`config.mk`:
```
export PLATFORM = sky130hd
export DESIGN_NAME = csr_unit
export DESIGN_NICKNAME = d
export VERILOG_FILES = /design/src/rtl/csr_unit.sv
export SDC_FILE = /design/constraint.sdc
export NUM_CORES = 1
export LEC_CHECK = 0
export BUFFER_PORTS_ARGS = -buffer_cell sky130_fd_sc_hd__buf_2
export CAP_MARGIN = 20
export CORE_MARGIN = 10
export CORE_UTILIZATION = 32
export DETAILED_ROUTE_END_ITERATION = 10
export GPL_ROUTABILITY_DRIVEN = 0
export PLACE_DENSITY = 0.47
export SLEW_MARGIN = 30
export SYNTH_ARGS = -nofsm -noshare
export SYNTH_HDL_FRONTEND = slang
export SYNTH_SLANG_ARGS = --single-unit
```
`constraint.sdc`:
```
create_clock -name clk_i -period 17.2 [get_ports clk_i]
set_input_delay 0.86 -clock clk_i [delete_from_list [all_inputs] [get_ports clk_i]]
set_output_delay 0.86 -clock clk_i [all_outputs]
set_load 0.02 [all_outputs]
```
`src/rtl/csr_unit.sv`:
```
// csr_unit: machine-mode CSR file with mcycle/minstret counters and read-only shadows
module csr_unit #(
  parameter int DATA_WIDTH = 32,
  parameter int COUNTER_WIDTH = 64,
  parameter logic [DATA_WIDTH-1:0] RESET_MTVEC = 32'h00000040
) (
  input  logic                  clk_i,
  input  logic                  reset_i,
  input  logic [DATA_WIDTH-1:0] ir_i,
  input  logic [DATA_WIDTH-1:0] data_i,
  input  logic                  rd_i,
  input  logic                  wr_i,
  input  logic                  retire_i,
  output logic [DATA_WIDTH-1:0] data_o,
  output logic                  illegal_o
);
  localparam int HW = COUNTER_WIDTH - 32;
  logic [11:0] addr;
  logic [2:0] f3;
  logic [4:0] zimm;
  logic [DATA_WIDTH-1:0] mscratch, mtvec, mepc, mcause, rval, op, wval;
  logic [COUNTER_WIDTH-1:0] mcycle, minstret;
  logic cy_inh, ir_inh, hit, nop, ro, illegal, we;
  logic unused_ir;
  assign addr = ir_i[31:20];
  assign f3 = ir_i[14:12];
  assign zimm = ir_i[19:15];
  assign unused_ir = ^ir_i[11:0];
  // Current value of the addressed CSR; hit marks an implemented address
  always_comb begin
    hit = 1'b1;
    rval = '0;
    case (addr)
      12'h340: rval = mscratch;
      12'h305: rval = mtvec;
      12'h341: rval = mepc;
      12'h342: rval = mcause;
      12'h320: rval = DATA_WIDTH'({ir_inh, 1'b0, cy_inh});
      12'hB00, 12'hC00: rval = DATA_WIDTH'(mcycle[31:0]);
      12'hB80, 12'hC80: rval = DATA_WIDTH'(mcycle[COUNTER_WIDTH-1:32]);
      12'hB02, 12'hC02: rval = DATA_WIDTH'(minstret[31:0]);
      12'hB82, 12'hC82: rval = DATA_WIDTH'(minstret[COUNTER_WIDTH-1:32]);
      default: hit = 1'b0;
    endcase
  end
  // Operand selection, set/clear with rs1==0 suppressed, legality and new value
  always_comb begin
    op = f3[2] ? DATA_WIDTH'(zimm) : data_i;
    nop = f3[1] && zimm == 5'd0;
    ro = addr[11:10] == 2'b11;
    illegal = ((rd_i || wr_i) && !hit) || (wr_i && (f3[1:0] == 2'b00 || (ro && !nop)));
    we = wr_i && hit && f3[1:0] != 2'b00 && !ro && !nop;
    wval = f3[1:0] == 2'b01 ? op : f3[1:0] == 2'b10 ? (rval | op) : (rval & ~op);
  end
  // Registered read port: old value on read, zero and pulse on illegal access
  always_ff @(posedge clk_i or posedge reset_i) begin
    if (reset_i) begin
      data_o <= '0;
      illegal_o <= 1'b0;
    end else begin
      illegal_o <= illegal;
      if (rd_i) data_o <= hit ? rval : '0;
    end
  end
  // Plain machine CSRs; mtvec/mepc keep their low two bits clear
  always_ff @(posedge clk_i or posedge reset_i) begin
    if (reset_i) begin
      mscratch <= '0;
      mtvec <= {RESET_MTVEC[DATA_WIDTH-1:2], 2'b00};
      mepc <= '0;
      mcause <= '0;
      cy_inh <= 1'b0;
      ir_inh <= 1'b0;
    end else if (we) begin
      if (addr == 12'h340) mscratch <= wval;
      if (addr == 12'h305) mtvec <= {wval[DATA_WIDTH-1:2], 2'b00};
      if (addr == 12'h341) mepc <= {wval[DATA_WIDTH-1:2], 2'b00};
      if (addr == 12'h342) mcause <= wval;
      if (addr == 12'h320) {ir_inh, cy_inh} <= {wval[2], wval[0]};
    end
  end
  // Counters: a write to either half wins over the increment for that cycle
  always_ff @(posedge clk_i or posedge reset_i) begin
    if (reset_i) begin
      mcycle <= '0;
      minstret <= '0;
    end else begin
      mcycle <= we && addr == 12'hB00 ? {mcycle[COUNTER_WIDTH-1:32], wval[31:0]} :
                we && addr == 12'hB80 ? {wval[HW-1:0], mcycle[31:0]} :
                mcycle + COUNTER_WIDTH'(!cy_inh);
      minstret <= we && addr == 12'hB02 ? {minstret[COUNTER_WIDTH-1:32], wval[31:0]} :
                  we && addr == 12'hB82 ? {wval[HW-1:0], minstret[31:0]} :
                  minstret + COUNTER_WIDTH'(retire_i && !ir_inh);
    end
  end
endmodule

```
==> results of run 1 <==
[critical path: cells and delay by family]
kind / cells / cell delay (ps)
buffers and inverters: 2 / 630
and+or+nand+nor: 2 / 920
AOI/OAI and AO/OA: 4 / 1810
[cell families (layout without fill, tap and decap cells)]
group                      Yosys count  after routing  synth area share [%]
xor gates and xnor gates            71             71                 3.528
DFF                                287            287                 40.75
buffers and inverters              163            239                 4.095
adders and majority gates            4              4                0.2839
AOI/OAI and AO/OA                  595            595                 21.75
other                                0              1                     0
and+or+nand+nor                    716            716                 22.22
muxes                              123            123                 7.375
[power by group]
part	switching, mW	internal, mW	leakage, nW
clock	0.326	0.525	0.654
combinational	0.101	0.0364	3.65
sequential	0.00518	0.681	3.82
total	0.433	1.24	8.13
[synth_stat cells (all sizes together) (9+ instances only)]
library cell	instances
buf	61
xor2	31
o22a	12
o22ai	31
o211ai	31
mux2	25
a22oi	44
nor2b	16
a221oi	9
clkbuf	71
a31oi	18
nor2	77
xnor2	40
inv	30
o2bb2ai	13
a31o	10
a211oi	12
nand2b	19
o21ai	243
nand2	248
nand4	62
nor4	48
nor3	54
mux2i	95
dfrtp	286
and4	9
and3	26
a21o	13
o221ai	15
or3	17
a21oi	79
nand3	81
or4	12
[routing by layer]
layer	vias to the layer above	GRT usage (%)	part of all wire, %
met4	0	9.249	3.9
met3	127	3.624	7.8
met2	803	35.94	44
li1	7472	-	-
met1	8624	33.94	45
met5	-	0	0
[registers in the layout, indices dropped and copies added, names as in the netlist]
register,count
mcause,32
cy_inh,1
ir_inh,1
mcycle,64
illegal_o,1
mtvec,30
data_o,32
mscratch,32
minstret,64
mepc,30
[cell usage in the layout (no fill, tap or decap), drive strengths merged, types with 7 or more instances in the layout]
cell type and instances:
dfrtp 286, o21ai 243, inv 31, buf 139, a22oi 44, clkbuf 55, nor4b 8, a31o 10
mux2i 95, and2 8, nor2 77, o211ai 31, and4 9, nand4 62, xnor2 40, clkinv 9
a211oi 12, or3 17, xor2 31, nand3 81, nand2 248, mux2 25, a32oi 7, a221oi 9
nor2b 16, a21o 13, nor3 54, o22ai 31, nor3b 7, and3 26, a21oi 79, o22a 12
o2bb2ai 13, a31oi 18, o221ai 15, nor4 48, nand2b 19, or4 12
[metrics by stage]
step	std cells	hold slack, ps	setup slack (ps)
floorplan	1959	441.8	8421
global placement	2661	457.5	12740
detailed placement	2662	468.0	12820
CTS	2731	473.6	13410
global route	2731	485.7	13280
finish	2732	426.0	13350
[worst min-delay path by stage]
stage,from,to,slack (ps),cells past startpoint
3_5_place_dp,mtvec[9],mtvec[9],470,2
6_report,reset_i,mepc[18],430,2
4_1_cts,reset_i,mepc[18],470,2
5_1_grt,reset_i,mepc[18],490,2
2_1_floorplan,mtvec[2],mtvec[2],440,2
3_3_place_gp,mtvec[9],mtvec[9],460,2
[area by class of cell]
type | count | area [µm²]
Multi-Input combinational cell | 1509 | 9833
Sequential cell | 287 | 7183
Timing Repair Buffer | 139 | 824.5
Clock buffer | 55 | 1116
Antenna cell | 1 | 2.502
Clock inverter | 14 | 198.9
Inverter | 31 | 123.9
Tap cell | 696 | 870.8
Fill cell | 5507 | 33980
==> run_results.csv, run 1 <==
group,metric,value,unit
cells_and_area,area.growth.synth_to_final,14.32,%
timing,relSlewSlack,30.26,%
setup_path,regToRegStartpoint,"cy_inh",
global_route,grt_pass1_vias,15890,
drt,drt-initial-drc-count,2063,
setup_path,cp_cell_sequence,"buf_2 -> buf_4 -> or4_1 -> o22ai_1 -> a2bb2oi_1 -> nand2_1 -> o221ai_2 -> o221ai_1",
clock_network,cts_tree,"yes",
setup_path,critPathMaxFanout,32,
setup_path,cp.required,17610,ps
floorplanning,rows,85,
timing,report.final.setup_viol,0,
timing,post-route-period-util,22.39,%
clock_network,clkTransAtPathRegs,60,ps
synthesis,ys_ff_latch,287,
setup_path,critPathSlowestCell,"or4_1",
timing,tns,0,ps
outcome,status,"finished clean",
timing,finalCriticalPeriod,3850,ps
setup_path,crit_type,"input port to flop",
clock_network,clock-root-buffer,"clkbuf_16",
setup_path,reg2reg_depth,9,
timing,slew_violations,0,
floorplanning,start_util,32.56,%
placed_design,dpl.hpwl,56420,µm
placed_design,numPortBuffers,89,
synthesis,yosysSeqAreaShare,40.75,%
clock_network,hold_buffers,0,
timing,hold_viol,0,
clock_network,h-tree-depth,2,
global_route,grt-ovfl-total,0,
drt,drt_first_pass_iters,6,
pwr,power_leakage,8.126,nW
clock_network,clk_latency,570,ps
global_route,grt_max_degree,102,
synthesis,synth_top_area_cell,"dfrtp_1",
drt,ant_nets,0,
pwr,powerDensity,83.11,nW/µm²
drt,drcViolationCount,0,
setup_path,startpoint,"ir_i[20]",
drt,vias,17030,
setup_path,cp-endpoint,"mcycle[54]",
hold_path,hold_path_class,"input port to async pin",
clock_network,cts_buffers,38,
global_route,antenna_found_initial,5,
pwr,finalPower,1.675,mW
timing,worst_slew_pin_slew,1046,ps
synthesis,postSynthAreaPerCell,8.999,µm²
synthesis,synthFlopType,"dfrtp_1",
floorplanning,dieArea,64880,µm²
synthesis,syn_area,17630,µm²
synthesis,async_reset_ff_share,100.0,%
synthesis,synth_edf_count,0,
synthesis,synth_top_area_share,40.60,%
floorplanning,die_y,254.7,µm
drt,routedWlPerCell,28.88,µm
synthesis,yosys_warnings,0,
floorplanning,ios,102,
timing,timing.fmax,259.7,MHz
drt,drt_wl_total,78890,µm
setup_path,cp-end-kind,"flop",
drt,vias_per_cell,6.232,
global_route,grt_pass1_wl,114200,µm
setup_path,critical_path_arrival,4260,ps
cells_and_area,fin_nets,2079,
floorplanning,core-area,54130,µm²
timing,rsz0062_at_grt,"false",
run,max-cap-violations,0,
clock_network,cts_resized,0,
pwr,ir_worst_vdd,0.05391,mV
setup_path,cp_slowest_stage_delay,790,ps
synthesis,synth.distinct_cells,92,
global_route,grtUsageTotal,23.93,%
synthesis,synth_nets,2032,
clock_network,clk_path_buf_depth,3,
cells_and_area,fin_util,37.23,%
clock_network,cts.sinks,287,
setup_path,worstReg2RegEnd,"mcycle[56]",
synthesis,ys_top_cells_by_area,"dfrtp_1 41%, o21ai_0 6.4%, mux2i_1 5.4%",
setup_path,r2r_slack,13840,ps
setup_path,worst_setup_path_start_kind,"input port",
cells_and_area,drive_gt1_share,15.38,%
floorplanning,fp.dieW,254.7,µm
placed_design,placed_cell_area,18800,µm²
clock_network,cts_setup_buffers,0,
cells_and_area,finalInstanceArea,20150,µm²
synthesis,synthCells,1959,
timing,clock_skew,24.18,ps
(Power assumes the default switching activity.)
==> run 2, diff against run 1 <==
--- a/config.mk
+++ b/config.mk
@@ -5,6 +5,7 @@
 export SDC_FILE = /design/constraint.sdc
 export NUM_CORES = 1
 export LEC_CHECK = 0
+export ABC_AREA = 1
 export BUFFER_PORTS_ARGS = -buffer_cell sky130_fd_sc_hd__buf_2
 export CAP_MARGIN = 20
 export CORE_MARGIN = 10
==> constraint.sdc (replaced) <==
create_clock -name clk_i -period 3.7 [get_ports clk_i]
set_input_delay 0.185 -clock clk_i [delete_from_list [all_inputs] [get_ports clk_i]]
set_output_delay 0.185 -clock clk_i [all_outputs]
set_load 0.02 [all_outputs]
==> run_results.csv, run 2 <==
group,metric,value,unit
outcome,status,"finished clean",
synthesis,yosysSeqAreaShare,37.86,%
setup_path,critical_path_arrival,3510,ps
pwr,power_leakage,10.80,nW
cells_and_area,n_antenna_cell,0,
cells_and_area,finalInstanceArea,21740,µm²
placed_design,dpl.hpwl,61400,µm
floorplanning,core-area,58910,µm²
clock_network,cts_tree,"yes",
timing,finalCriticalPeriod,3068,ps
pwr,powerDensity,362.1,nW/µm²
cells_and_area,regArea,7183,µm²
pwr,ir_worst_vdd,0.2751,mV
drt,met2_length,36690,µm
cells_and_area,reg_top3,"mcycle: 64 flops, minstret: 64 flops",
clock_network,clk_latency,580,ps
drt,drcViolationCount,0,
drt,drt_first_pass_iters,8,
floorplanning,start_util,32.20,%
synthesis,synthFlopType,"dfrtp_1",
cells_and_area,fin_nets,2998,
clock_network,clock-root-buffer,"clkbuf_16",
clock_network,cts_resized,0,
synthesis,synth_common_cells,"1,010 x nand2_1, 321 x nor2_1, 308 x nand3_1",
global_route,grt_max_degree,87,
drt,routedWlPerCell,21.47,µm
global_route,antenna_found_initial,1,
timing,holdWs,55.91,ps
placed_design,numPortBuffers,89,
synthesis,yosys_warnings,0,
global_route,grt_pass1_vias,18520,
synthesis,postSynthAreaPerCell,6.668,µm²
drt,dr_wl_met3,5034,µm
timing,worst_slew_pin_slew,1125,ps
run,max-cap-violations,0,
synthesis,syn_area,18970,µm²
synthesis,synthCells,2845,
clock_network,cts_setup_buffers,0,
cells_and_area,fin_util,36.90,%
synthesis,async_reset_ff_share,100.0,%
synthesis,ys_top_cells_by_area,"dfrtp_1 38%, nand2_1 20%, nand3_1 8.1%",
drt,wirelength_met1,35310,µm
hold_path,hold_path_depth,3,
timing,relSlewSlack,25.03,%
global_route,grtUsageTotal,22.47,%
drt,maxUsedRoutingLayer,"met4",
setup_path,crit_type,"flop to flop",
synthesis,synth_edf_count,0,
global_route,grt_pass1_wl,120400,µm
synthesis,synth_nets,2918,
setup_path,cp-end-kind,"flop",
timing,slew_violations,0,
timing,timing.fmax,326.0,MHz
drt,vias_per_cell,5.238,
floorplanning,die_y,263.5,µm
synthesis,ys_ff_latch,287,
cells_and_area,final_common_cell,"nand2_1",
floorplanning,rows,89,
timing,timing.final.ws_setup,632.1,ps
timing,rsz0062_at_grt,"false",
drt,drt_wl_total,80060,µm
hold_path,hold_path_class,"input port to flop",
floorplanning,ios,102,
setup_path,r2r_slack,630,ps
timing,post-route-period-util,82.92,%
setup_path,cp.required,4140,ps
synthesis,synth_top_area_cell,"dfrtp_1",
placed_design,placed_cell_area,20350,µm²
cells_and_area,fillers,6364,
synthesis,synth_top_area_share,37.73,%
clock_network,cts_buffers,39,
synthesis,yosysMostFrequentCell,"nand2_1",
setup_path,worst_setup_path_start_kind,"flop",
cells_and_area,area.growth.synth_to_final,14.58,%
clock_network,cts.sinks,287,
synthesis,synth.distinct_cells,40,
cells_and_area,mostFrequentLayoutCells,"1,010 x nand2_1, 317 x nor2_1, 308 x nand3_1",
placed_design,preCtsSetupSlack,577.9,ps
clock_network,clkTransAtPathRegs,60,ps
setup_path,reg2reg_depth,14,
timing,clock_skew,34.71,ps
drt,drt-initial-drc-count,1982,
global_route,grt-ovfl-total,0,
cells_and_area,multi_input_area,10290,µm²
clock_network,h-tree-depth,2,
clock_network,clk_path_buf_depth,3,
setup_path,critPathMaxFanout,4,
cells_and_area,drive_gt1_share,9.306,%
floorplanning,dieArea,69420,µm²
drt,vias,19530,
drt,ant_nets,0,
timing,report.final.setup_viol,0,
floorplanning,fp.dieW,263.5,µm
timing,hold_viol,0,
[run 2: cell types whose count changed after synthesis, sizes merged, moves of 36 or more]
cell	previous run	this run
a21oi	79	33
a22oi	44	0
clkbuf	71	31
inv	30	241
mux2i	95	0
nand2	248	1018
nand3	81	315
nor2	77	336
nor4	48	2
o21ai	243	207
xor2	31	93
[run 2: final cells by class]
class	count	share of cell area (%)
Clock buffer	60	5.549
Clock inverter	11	0.6792
Inverter	246	4.271
Tap cell	773	4.449
Sequential cell	287	33.05
Timing Repair Buffer	153	4.685
Multi-Input combinational cell	2198	47.32
[run 2: report_power, final]
group          internal (mW)  switching, mW
logic                  0.158          0.429
registers               3.19         0.0779
clock network           2.45           1.56
total                   5.80           2.07
[run 2: metrics by stage]
| step | std cells | power, mW | setup TNS, ps |
|---|---|---|---|
| 2_1_floorplan | 2845 | 3.646 | -82770 |
| 3_3_place_gp | 3654 | 3.899 | 0 |
| 3_5_place_dp | 3654 | 3.907 | 0 |
| 4_1_cts | 3727 | 7.950 | 0 |
| 5_1_grt | 3728 | 8.141 | 0 |
| 6_report | 3728 | 7.872 | 0 |
[run 2: cells by family after synthesis]
logic type                 Yosys count  share of synthesized area (%)
DFF                                287                          37.86
adders and majority gates            4                         0.2638
xor gates and xnor gates           110                          5.078
buffers and inverters              360                          8.053
AOI/OAI and AO/OA                  315                          9.260
and+or+nand+nor                   1769                          39.48
[run 2: path summary, 6_finish.rpt]
check	from	end
max	ir_inh	minstret[40]
min	ir_i[19]	illegal_o
max reg2reg	ir_inh	minstret[40]
min reg2reg	mtvec[4]	mtvec[4]
max in group asynchronous	reset_i	minstret[44]
min in group asynchronous	reset_i	mepc[27]
[run 2: timing repair]
item | 4_1_cts | 5_1_grt
setup endpoints to repair | 0 | 0
endpoints found under the hold margin | 26 | 0
hold buffers | 2 | 0
[run 2: critical path, stage by stage, from the launching register on]
cell and delay, ps:
dfrtp_1 400, nor2_1 170, ha_1 300, ha_1 260, nand3_1 230, nor2_1 340
nand4_1 190, nor2_1 200, nand3_1 140, nor3_1 400, nand2_1 100, nand2_1 70
nand2_1 50, nand2_1 50, nand2_1 50
[run 2: layer usage]
metal	vias to the layer above	GRT usage (%)
li1	9276	-
met1	9387	31.06
met2	731	35.51
met3	133	2.342
met4	0	8.419
met5	-	0
